===== config.mk =====
export PLATFORM = sky130hd
export DESIGN_NAME = sram_sp_be
export DESIGN_NICKNAME = d
export VERILOG_FILES = /design/src/rtl/sram_sp_be.sv
export SDC_FILE = /design/constraint.sdc
export NUM_CORES = 1
export LEC_CHECK = 0
export ABC_AREA = 1
export ABC_CLOCK_PERIOD_IN_PS = 2600
export BUFFER_PORTS_ARGS = -buffer_cell sky130_fd_sc_hd__buf_2
export CAP_MARGIN = 15
export CORE_MARGIN = 5
export CORE_UTILIZATION = 55
export CTS_BUF_LIST = sky130_fd_sc_hd__clkbuf_8
export DETAILED_ROUTE_END_ITERATION = 8
export PLACE_DENSITY_LB_ADDON = 0.05
export SYNTH_ARGS = -nofsm -noshare
export SYNTH_HDL_FRONTEND = slang
export SYNTH_SLANG_ARGS = --single-unit

===== constraint.sdc =====
create_clock -name clk -period 2.6 [get_ports clk]
set_input_delay 0.52 -clock clk [delete_from_list [all_inputs] [get_ports clk]]
set_output_delay 0.52 -clock clk [all_outputs]
set_load 0.01 [all_outputs]

===== src/rtl/sram_sp_be.sv =====
// Single-port byte-enable SRAM: valid/ready requests, 1- or 2-cycle read latency, zero-fill after reset.
// Define SRAM_BYTE_PARITY_EN to store an even-parity bit per byte and add the rd_perr output.

module sram_sp_be_lane #(
    parameter int DEPTH  = 16,
    parameter int ADDR_W = $clog2(DEPTH)
) (
    input  logic              clk,
    input  logic              rst,
    input  logic              we,
    input  logic [ADDR_W-1:0] waddr,
    input  logic [7:0]        wdata,
    input  logic              re,
    input  logic              rzero,
    input  logic [ADDR_W-1:0] raddr,
    output logic [7:0]        rdata
`ifdef SRAM_BYTE_PARITY_EN
    ,
    input  logic              wpar,
    output logic              rerr
`endif
);
    logic [7:0] mem [DEPTH];

    always_ff @(posedge clk) begin
        if (we) mem[waddr] <= wdata;
    end

    // Only loaded on a read, so the value holds between reads.
    always_ff @(posedge clk) begin
        if (rst)     rdata <= '0;
        else if (re) rdata <= rzero ? '0 : mem[raddr];
    end

`ifdef SRAM_BYTE_PARITY_EN
    logic par [DEPTH];

    always_ff @(posedge clk) begin
        if (we) par[waddr] <= wpar;
    end

    always_ff @(posedge clk) begin
        if (rst)     rerr <= 1'b0;
        else if (re) rerr <= rzero ? 1'b0 : (par[raddr] ^ (^mem[raddr]));
    end
`endif
endmodule

module sram_sp_be #(
    parameter int DATA_W       = 16,
    parameter int DEPTH        = 16,
    parameter int ADDR_W       = $clog2(DEPTH),
    parameter int READ_LATENCY = 1
) (
    input  logic                  clk,
    input  logic                  rst,
    input  logic                  req_valid,
    output logic                  req_ready,
    input  logic                  req_we,
    input  logic [ADDR_W-1:0]     req_addr,
    input  logic [DATA_W-1:0]     req_wdata,
    input  logic [DATA_W/8-1:0]   req_be,
    output logic                  rd_valid,
    output logic [DATA_W-1:0]     rd_data,
    output logic                  init_done
`ifdef SRAM_BYTE_PARITY_EN
    ,
    output logic                  rd_perr
`endif
);
    localparam int NB = DATA_W / 8;

    if (READ_LATENCY != 1 && READ_LATENCY != 2) begin : g_bad_latency
        $error("sram_sp_be: READ_LATENCY must be 1 or 2");
    end
    if (DATA_W % 8 != 0) begin : g_bad_width
        $error("sram_sp_be: DATA_W must be a multiple of 8");
    end

    typedef enum logic {CLEAR, IDLE} state_t;

    state_t               state;
    logic [ADDR_W-1:0]    clr_ptr;
    logic                 clearing, acc, in_range, wr_acc, rd_acc;
    logic [ADDR_W-1:0]    waddr;
    logic [NB-1:0][7:0]   wbytes, s1_bytes;
    logic [NB-1:0]        lane_we;
    logic [READ_LATENCY:1] vld_pipe;

    always_ff @(posedge clk) begin
        if (rst) begin
            state     <= CLEAR;
            clr_ptr   <= '0;
            req_ready <= 1'b0;
            init_done <= 1'b0;
        end else if (state == CLEAR) begin
            clr_ptr <= clr_ptr + ADDR_W'(1);
            if (clr_ptr == ADDR_W'(DEPTH - 1)) begin
                state     <= IDLE;
                req_ready <= 1'b1;
                init_done <= 1'b1;
            end
        end
    end

    assign clearing = (state == CLEAR) && !rst;
    assign acc      = req_valid && req_ready && !rst;
    // Only reachable for non-power-of-2 DEPTH.
    assign in_range = {1'b0, req_addr} < (ADDR_W+1)'(DEPTH);
    assign wr_acc   = acc && req_we && in_range;
    assign rd_acc   = acc && !req_we;
    assign waddr    = clearing ? clr_ptr : req_addr;
    assign wbytes   = req_wdata;
    assign lane_we  = clearing ? '1 : ({NB{wr_acc}} & req_be);

`ifdef SRAM_BYTE_PARITY_EN
    logic [NB-1:0] s1_err;
`endif

    for (genvar i = 0; i < NB; i++) begin : g_lane
        sram_sp_be_lane #(.DEPTH(DEPTH), .ADDR_W(ADDR_W)) u_lane (
            .clk   (clk),
            .rst   (rst),
            .we    (lane_we[i]),
            .waddr (waddr),
            .wdata (clearing ? 8'h00 : wbytes[i]),
            .re    (rd_acc),
            .rzero (!in_range),
            .raddr (req_addr),
            .rdata (s1_bytes[i])
`ifdef SRAM_BYTE_PARITY_EN
            ,
            .wpar  (clearing ? 1'b0 : ^wbytes[i]),
            .rerr  (s1_err[i])
`endif
        );
    end

    always_ff @(posedge clk) begin
        if (rst) vld_pipe <= '0;
        else     vld_pipe <= READ_LATENCY'({vld_pipe, rd_acc});
    end

    assign rd_valid = vld_pipe[READ_LATENCY];

    if (READ_LATENCY == 1) begin : g_lat1
        assign rd_data = s1_bytes;
`ifdef SRAM_BYTE_PARITY_EN
        assign rd_perr = vld_pipe[1] && (|s1_err);
`endif
    end else begin : g_lat2
        always_ff @(posedge clk) begin
            if (rst)              rd_data <= '0;
            else if (vld_pipe[1]) rd_data <= s1_bytes;
        end
`ifdef SRAM_BYTE_PARITY_EN
        always_ff @(posedge clk) begin
            if (rst) rd_perr <= 1'b0;
            else     rd_perr <= vld_pipe[1] && (|s1_err);
        end
`endif
    end
endmodule


==> results of run 1 <==
==> layout make-up <==
class                   instances  area, um^2
flip-flops and latches        279        8150
fillers                      1795        7840
multi-input cells             710        3000
repair buffers                113         791
clock buffers                  50         688
inverters                     177         667
well taps                     280         350
clock inverters                35         205
==> state kept, by name, indices dropped and copies added (netlist names) <==
| name | count |
|---|---|
| state | 1 |
| init_done | 1 |
| g_lane.u_lane.mem | 256 |
| clr_ptr | 4 |
| rd_valid | 1 |
| g_lane.u_lane.rdata | 16 |
==> logic make-up (layout without fill, tap and decap cells) <==
family,after synthesis,in the layout,synth area share [%]
adder cells (fa/ha/maj),1,1,0.104
AND/OR/NAND/NOR,693,693,23.6
buffers and inverters,237,375,7.80
AO/OA/AOI/OAI,16,16,1.01
flip-flops,279,279,67.5
==> metal layers <==
| metal | up-vias | share of wire, % | track usage [%] |
|---|---|---|---|
| met5 | - | 0 | 0 |
| met4 | 0 | 1.4 | 5.28 |
| met3 | 35 | 8.5 | 4.89 |
| met2 | 316 | 43 | 34.6 |
| met1 | 3937 | 47 | 37.2 |
| li1 | 4143 | - | - |
==> path summary, 6_finish.rpt <==
kind	cells past startpoint	slack, ns	endpoint	start
worst max-delay path	8	0.50	g_lane[1].u_lane.mem[14][2]	state
worst min register to register	2	0.52	init_done	init_done
worst max register to register	8	0.50	g_lane[1].u_lane.mem[14][2]	state
worst min-delay path	2	0.25	init_done	rst
==> through the flow <==
step,instance area [um^2],power (W),setup WS (ns),util [%]
after floorplan,12100,0.00549,0.610,-
after global placement,13000,0.00576,0.329,59.7
after detailed placement,13000,0.00577,0.319,59.7
after CTS,13800,0.00942,0.570,63.8
after global routing,13800,0.00971,0.359,63.8
final,13800,0.00934,0.505,63.8
==> where the power goes <==
part | switching [W] | leakage (nW) | internal (W)
sequential | 0.0000178 | 2.54 | 0.00498
clock | 0.00168 | 0.519 | 0.00198
combinational | 0.000487 | 3.21 | 0.000195
==> critical path, delay by kind of cell (launching register included) <==
kind,cells,cell delay [ns]
buffers and inverters,2,0.28
flip-flops,1,0.37
AND/OR/NAND/NOR,5,1.04
AO/OA/AOI/OAI,1,0.10
==> layout by cell type, fill, tap and decap left out, types with 2 or more instances in the layout <==
cell type / Yosys / final
a21oi_1: 5 / 5
a31oi_4: 2 / 2
buf_12: 0 / 4
buf_2: 33 / 43
buf_4: 1 / 66
bufinv_16: 0 / 2
clkbuf_8: 0 / 50
clkinv_1: 0 / 8
clkinv_2: 0 / 9
dfxtp_1: 23 / 23
edfxtp_1: 256 / 256
inv_1: 174 / 187
inv_2: 3 / 3
inv_6: 0 / 2
nand2_1: 455 / 455
nand2_2: 2 / 2
nand3_1: 176 / 176
nor2_1: 55 / 50
nor2_2: 2 / 7
nor2_4: 2 / 2
o21ai_0: 4 / 4
o21ai_1: 2 / 2
o21ai_2: 2 / 2
==> flow_metrics.tcl, run 1 <==
set metrics [dict create \
    status "finished, final reports clean" \
    skew_ns 0.0177 \
    ir_worst_vdd_v 0.000464 \
    io_pins 45 \
    tns_ns 0 \
    area_growth_pct 14.7 \
    synth.avg_cell_area_um2 9.85 \
    worst_pin_slew_ns 0.648 \
    routed_wl_mm 29.1 \
    synth_fp_nets 1253 \
    path_cells "nor2_4, nand2_1, o21ai_2, inv_1, nor2_1, nand2_1, nor2_1, buf_4" \
    synth_edf_count 256 \
    cts_buffers 46 \
    track_usage_pct 23.8 \
    finalSetupViolCount 0 \
    critPathKind "flop to flop" \
    leakage_nw 6.26 \
    cp_max_fo 8 \
    synth_area_leaders "edfxtp_1 64%, nand2_1 14%, nand3_1 7.3%" \
    antenna_found_initial 0 \
    cts_setup_buffers 0 \
    start_util_pct 55.7 \
    ys.flop_type "edfxtp_1" \
    seq_area_frac_synth_pct 67.5 \
    cts_num_sinks 279 \
    wire_per_inst_um 17.7 \
    antennaDiodeCount 0 \
    die_area_um2 25000 \
    drcViolationCount 0 \
    power_density_nw_per_um2 675 \
    relSlewSlack_pct 56.8 \
    grt_start_max_net_pins 65 \
    port_buffers 44 \
    yosysTopAreaCell "edfxtp_1" \
    finalMaxSlewViolations 0 \
    core_area_um2 21700 \
    layoutNonFillerInstCount 1644 \
    clk_latency_ns 0.54 \
    cts-resized-gates 0 \
    cts_tree "done" \
    hold_path_class "primary input to flop" \
    drt-initial-drc-count 888 \
    synthMostInstantiatedCell "nand2_1" \
    cts.path.max_buffers 3 \
    cp_data_required_time_ns 2.84 \
    die_x_um 158 \
    antenna_left 0 \
    cts-root-buf "clkbuf_8" \
    post-dp-hpwl_mm 19.2 \
    finalHoldViolations 0 \
    row_count 54 \
    endpoint_kind "flop" \
    fin_nets 1354 \
    gr-total-overflow 0 \
    max_cap_violations 0 \
    gp_congestion 0.896 \
    cp-start-kind "flop" \
    period_share_pct 80.6 \
    max_clock_freq_mhz 477 \
    syn_area_um2 12100 \
    ys_warn_count 0 \
    vias 8431 \
    first_global_vias 7940 \
    slowest_delay_ns 0.37 \
    async_flop_share_pct 0 \
    fin_crit_ns 2.10 \
    drt_pre_antenna_iters 6 \
    place_inst 1559 \
    syn_inst 1226 \
    synth-seq-cells 279 \
    clkTransAtPathRegs_ns 0.06 \
    cts_hold_buf 0 \
    die_h_um 158 \
    grt_pass1_wl_mm 44.8 \
    layout-drive-gt1-share_pct 14.3 \
    synthTopCellsByCount "455 x nand2_1, 256 x edfxtp_1, 176 x nand3_1, 174 x inv_1, 55 x nor2_1" \
    rsz0062_at_grt "no" \
    cp_data_arrival_time_ns 2.34 \
    crit_path_top_delay_cell "dfxtp_1" \
    yosysTopAreaCellShare_pct 63.7 \
    vias_per_cell 5.13 \
    cts_max_level 2 \
    hold_slack_ns 0.253 \
    ys_types 23 \
]
No activity file was read; power rests on OpenSTA's default activity.
==> run 2, diff against run 1 <==
--- a/config.mk
+++ b/config.mk
@@ -6,7 +6,7 @@
 export NUM_CORES = 1
 export LEC_CHECK = 0
 export ABC_AREA = 1
-export ABC_CLOCK_PERIOD_IN_PS = 2600
+export ABC_CLOCK_PERIOD_IN_PS = 1850
 export BUFFER_PORTS_ARGS = -buffer_cell sky130_fd_sc_hd__buf_2
 export CAP_MARGIN = 15
 export CORE_MARGIN = 5
==> constraint.sdc (replaced) <==
create_clock -name clk -period 1.85 [get_ports clk]
set_input_delay 0.37 -clock clk [delete_from_list [all_inputs] [get_ports clk]]
set_output_delay 0.37 -clock clk [all_outputs]
set_load 0.01 [all_outputs]
==> run 2 against run 1 <==
  * Sequential cell count unchanged
  * Clock power increased by 40%
  * Sequential power grew 40%
  * Combinational power rose by 52%
  * Worst setup slack worse by 0.49 ns
  * First-iteration DRC count rose by 13%
  * Clock-buffer cell count fell by 3
  * Sequential share of layout area shrank 1.1 points
  * Critical path type unchanged
  * Critical endpoint is now g_lane[0].u_lane.mem[11][3]
  * Largest power group unchanged
  * Highest routed layer unchanged
==> flow_metrics.tcl, run 2 (synthesis gave the netlist of run 1 again) <==
set metrics [dict create \
    status "finished, final reports clean" \
    endpoint_kind "flop" \
    relSlewSlack_pct 57.0 \
    p_sw_share_pct 23.4 \
    grt_start_max_net_pins 46 \
    top_layer_used "met4" \
    p_seq_share_pct 53.3 \
    gp_congestion 0.918 \
    start_util_pct 55.7 \
    fin_util_pct 65.0 \
    layoutNonFillerInstCount 1659 \
    fin_nets 1371 \
    crit_path_top_delay_cell "dfxtp_4" \
    cts-root-buf "clkbuf_8" \
    routed_wl_mm 30.0 \
    cts_max_level 2 \
    cts_hold_buf 0 \
    cts_num_sinks 279 \
    power_density_nw_per_um2 935 \
    io_pins 45 \
    finalHoldViolations 0 \
    drt-met1-wl_mm 13.5 \
    wire_per_inst_um 18.1 \
    most-common-layout-cells "453 x nand2_1, 256 x edfxtp_1, 183 x inv_1" \
    cp_max_fo 8 \
    fin_crit_ns 1.84 \
    die_area_um2 25000 \
    cts.path.max_buffers 3 \
    r2r_cells 7 \
    slowest_delay_ns 0.37 \
    hold_slack_ns 0.226 \
    cts_setup_buffers 0 \
    skew_ns 0.0250 \
    cp_data_arrival_time_ns 2.07 \
    p_sw_w 0.00308 \
    regMostFlops "g_lane.u_lane.mem" \
    row_count 54 \
    critPathMostFrequentCell "buf_4" \
    die_h_um 158 \
    gr-total-overflow 0 \
    die_x_um 158 \
    path_cells "nor2_4, buf_4, o21ai_4, nor2_2, nand2_1, nor2_1, buf_4" \
    track_usage_pct 24.2 \
    ir_worst_vdd_v 0.000504 \
    clkTransAtPathRegs_ns 0.06 \
    clk_latency_ns 0.55 \
    power_w 0.0132 \
    place_inst 1576 \
    antenna_found_initial 0 \
    drcViolationCount 0 \
    cts_tree "done" \
    cp_data_required_time_ns 2.08 \
    cts_buffers 45 \
    drt_pre_antenna_iters 6 \
    dpl-instance-area_um2 13100 \
    met2RoutedLength_mm 13.5 \
    core_area_um2 21700 \
    layout-drive-gt1-share_pct 16.0 \
    largestRegisters "g_lane.u_lane.mem x256, g_lane.u_lane.rdata x16, clr_ptr x4" \
    final_common_cell "nand2_1" \
    nFillCells 1773 \
    vias_per_cell 5.20 \
    cp-start-kind "flop" \
    area_growth_pct 16.9 \
    antennaDiodeCount 0 \
    max_cap_violations 0 \
    period_share_pct 99.4 \
    critPathKind "flop to flop" \
    combPwrFrac_pct 7.9 \
    first_global_vias 7881 \
    power_frac_clock_pct 38.9 \
    drt-initial-drc-count 1007 \
    grt_pass1_wl_mm 45.2 \
    antenna_left 0 \
    wl_met3_mm 2.54 \
    post-dp-hpwl_mm 19.8 \
    cellInternalPower_w 0.0101 \
    hold_path_class "primary input to flop" \
    worst_pin_slew_ns 0.642 \
    port_buffers 44 \
    finalMaxSlewViolations 0 \
    rsz0062_at_grt "yes" \
    max_clock_freq_mhz 544 \
    vias 8633 \
    leakage_nw 6.36 \
    worstHoldPathCells 3 \
    finalSetupViolCount 0 \
    largest_reg_flops 256 \
    stdcell_area_um2 14100 \
]
-- run 2: stage by stage --
stage | setup slack [ns] | setup TNS, ns
floorplan | -0.00691 | -0.427
global placement | -0.128 | -18.18
detailed placement | -0.167 | -26.61
CTS | 0.0190 | 0
global route | -0.0845 | -1.93
finish | 0.0117 | 0
-- run 2: metal layers --
metal	global-route usage (%)	up-vias
li1	-	4181
met1	37.6	4031
met2	36.2	381
met3	4.10	40
met4	5.73	0
met5	0	-
-- run 2: what timing repair did --
action	in CTS	in global routing
resized for setup	1	27
endpoints found under the setup margin	48	248
pin swaps	1	2
cloned	0	1
-- run 2: worst paths after layout --
| kind | slack [ns] | from | to |
|---|---|---|---|
| max | 0.01 | state | g_lane[0].u_lane.mem[11][3] |
| min reg2reg | 0.52 | clr_ptr[3] | clr_ptr[3] |
| max reg2reg | 0.01 | state | g_lane[0].u_lane.mem[11][3] |
| min | 0.23 | req_wdata[13] | g_lane[1].u_lane.mem[1][5] |
-- run 2: layout make-up --
type	count	area, um^2	area share, %
clock inverters	35	230	1.63
flip-flops and latches	279	8150	57.8
clock buffers	47	647	4.59
inverters	177	667	4.73
well taps	280	350	2.48
multi-input cells	711	3060	21.7
repair buffers	130	1000	7.09
-- run 2: worst max-delay path, delay by kind of cell (launching register included) --
kind            cells  cell delay [ns]
simple gates        4             0.71
buf+inv             2             0.37
compound gates      1             0.08
flops               1             0.37
-- run 2: power by group through the flow --
stage                     combinational [W]  clock [W]  sequential (W)
after floorplan                    0.000563          0         0.00715
after global placement             0.000981          0         0.00716
after detailed placement           0.000988          0         0.00716
after CTS                          0.000994    0.00523         0.00703
after global routing                0.00113    0.00555         0.00703
final                               0.00104    0.00512         0.00702
==> run 3, diff against run 2 <==
--- a/config.mk
+++ b/config.mk
@@ -6,14 +6,13 @@
 export NUM_CORES = 1
 export LEC_CHECK = 0
 export ABC_AREA = 1
-export ABC_CLOCK_PERIOD_IN_PS = 1850
 export BUFFER_PORTS_ARGS = -buffer_cell sky130_fd_sc_hd__buf_2
 export CAP_MARGIN = 15
 export CORE_MARGIN = 5
 export CORE_UTILIZATION = 55
 export CTS_BUF_LIST = sky130_fd_sc_hd__clkbuf_8
 export DETAILED_ROUTE_END_ITERATION = 8
-export PLACE_DENSITY_LB_ADDON = 0.05
+export PLACE_DENSITY = 0.72
 export SYNTH_ARGS = -nofsm -noshare
 export SYNTH_HDL_FRONTEND = slang
 export SYNTH_SLANG_ARGS = --single-unit
==> run 3 against run 2 <==
  * Sequential power about the same
  * Hold slack improved by 0.016 ns
  * Critical path depth increased by 2
  * Sequential cell count unchanged
  * Core utilization decreased by 0.54 points
  * Die area unchanged
  * Highest routed layer unchanged
==> flow_metrics.tcl, run 3 (synthesis gave the netlist of run 1 again) <==
set metrics [dict create \
    drcViolationCount 0 \
    cts_max_level 2 \
    skew_ns 0.0232 \
    crit_path_top_delay_cell "dfxtp_2" \
    vias_per_cell 5.24 \
    layout-drive-gt1-share_pct 15.1 \
    dpl-instance-area_um2 13100 \
    antennaDiodeCount 0 \
    clk_latency_ns 0.54 \
    die_h_um 158 \
    crit_cells 9 \
    r2r-end "g_lane[0].u_lane.mem[13][6]" \
    first_global_vias 8051 \
    worstHoldPathCells 3 \
    power_density_nw_per_um2 926 \
    wire_per_inst_um 17.2 \
    gp_congestion 0.903 \
    antenna_found_initial 0 \
    fin_nets 1366 \
    cts_num_sinks 279 \
    max_cap_violations 0 \
    worst_pin_slew_ns 0.513 \
    cts_tree "done" \
    leakage_nw 6.31 \
    hold_path_class "primary input to flop" \
    largestRegisters "g_lane.u_lane.mem x256, g_lane.u_lane.rdata x16, clr_ptr x4" \
    cp-start-kind "flop" \
    finalMaxSlewViolations 0 \
    port_buffers 44 \
    critPathCapture "g_lane[0].u_lane.mem[13][6]" \
    finalSetupViolCount 0 \
    cts-root-buf "clkbuf_8" \
    endpoint_kind "flop" \
    most-common-layout-cells "454 x nand2_1, 256 x edfxtp_1, 185 x inv_1" \
    row_count 54 \
    grt_start_max_net_pins 56 \
    status "finished, final reports clean" \
    largest_reg_flops 256 \
    area_growth_pct 15.9 \
    reg2reg_from "state" \
    slowest_delay_ns 0.36 \
    finalHoldViolations 0 \
    die_area_um2 25000 \
    relSlewSlack_pct 65.8 \
    track_usage_pct 22.9 \
    period_share_pct 99.7 \
    max_clock_freq_mhz 542 \
    drt-initial-drc-count 964 \
    critPathMostFrequentCell "buf_4" \
    path_delay_family "simple AND/OR/NAND/NOR gates" \
    start_util_pct 55.7 \
    crit_start "state" \
    cts.path.max_buffers 3 \
    die_x_um 158 \
    reg2reg_slack_ns 0.006 \
    drt_pre_antenna_iters 7 \
    cts_buffers 43 \
    rsz0062_at_grt "yes" \
    stdcell_area_um2 14000 \
    fin_crit_ns 1.84 \
    path_cells "nor2_4, buf_4, nand2_2, o21ai_2, inv_2, nor2_2, nand2_1, nor2_1, buf_4" \
    regArea_um2 8150 \
    r2r_cells 9 \
    regMostFlops "g_lane.u_lane.mem" \
    core_area_um2 21700 \
    final_common_cell "nand2_1" \
    routed_wl_mm 28.4 \
    io_pins 45 \
    place_inst 1573 \
    multiInputGateArea_um2 3040 \
    cp_data_required_time_ns 2.09 \
    layoutNonFillerInstCount 1646 \
    clkTransAtPathRegs_ns 0.06 \
    ir_worst_vdd_v 0.000419 \
    cts_setup_buffers 0 \
    antenna_left 0 \
    gr-total-overflow 0 \
    cts_hold_buf 0 \
    nFillCells 1635 \
    cp_max_fo 8 \
    critPathKind "flop to flop" \
    vias 8618 \
    post-dp-hpwl_mm 18.8 \
    grt_pass1_wl_mm 43.6 \
    tns_ns 0 \
    cp_data_arrival_time_ns 2.08 \
    critPathBufInv 3 \
]
[run 3: cell count changes in the layout (fill, tap and decap cells not counted), moves of 3 or more]
cell,change
clkbuf_8,+6
buf_6,-5
clkinv_2,-6
clkinv_1,-4
nor2_1,+3
inv_2,-3
o21ai_2,+3
[run 3: cell type report]
cell class                      instances  share of cell area [%]
Sequential cell                       279                    58.3
Multi-Input combinational cell        711                    21.7
Clock inverter                         19                   0.724
Timing Repair Buffer                  127                    6.85
Clock buffer                           53                    5.21
Tap cell                              280                    2.50
Inverter                              177                    4.76
[run 3: routing by layer]
layer  routed length [um]  share of wire [%]  vias up  global-route usage, %
met5                    0                  0        -                      0
met4                  640                2.3        0                   6.62
met3                 2790                9.8       51                   4.95
met2                12800                 45      436                   35.5
met1                12100                 43     3971                   33.1
li1                     -                  -     4160                      -
[run 3: worst min-delay path by stage]
stage / startpoint / slack, ns / end
finish: rst / 0.24 / state
global route: rst / 0.24 / init_done
CTS: rst / 0.16 / init_done
detailed placement: g_lane[1].u_lane.rdata[1] / 0.52 / g_lane[1].u_lane.rdata[1]
global placement: init_done / 0.51 / init_done
floorplan: rst / 0.44 / state
[run 3: what timing repair did]
item,in CTS,in global routing
pin swaps,0,1
resized for setup,2,11
setup endpoints to repair,48,256
gates cloned,0,1
[run 3: through the flow]
stage                     power [W]  hold slack (ns)  util, %  setup slack (ns)
after floorplan             0.00771            0.439        -          -0.00691
after global placement      0.00811            0.512     60.4           -0.0842
after detailed placement    0.00813            0.519     60.4            -0.106
after CTS                    0.0130            0.159     64.3           0.00119
after global routing         0.0135            0.238     64.5           -0.0710
final                        0.0130            0.242     64.5           0.00596
[run 3: worst reg2reg max path, delay by kind of cell (launching register included)]
kind | cells | cell delay, ns
AND/OR/NAND/NOR | 5 | 0.69
flip-flops | 1 | 0.36
AO/OA/AOI/OAI | 1 | 0.07
buffers and inverters | 3 | 0.43
[run 3: power breakdown]
group	switching [W]	total, W	leakage, nW	internal [W]
Combinational	0.000693	0.00101	3.30	0.000316
Sequential	0.0000260	0.00703	2.54	0.00700
Clock	0.00222	0.00492	0.476	0.00270
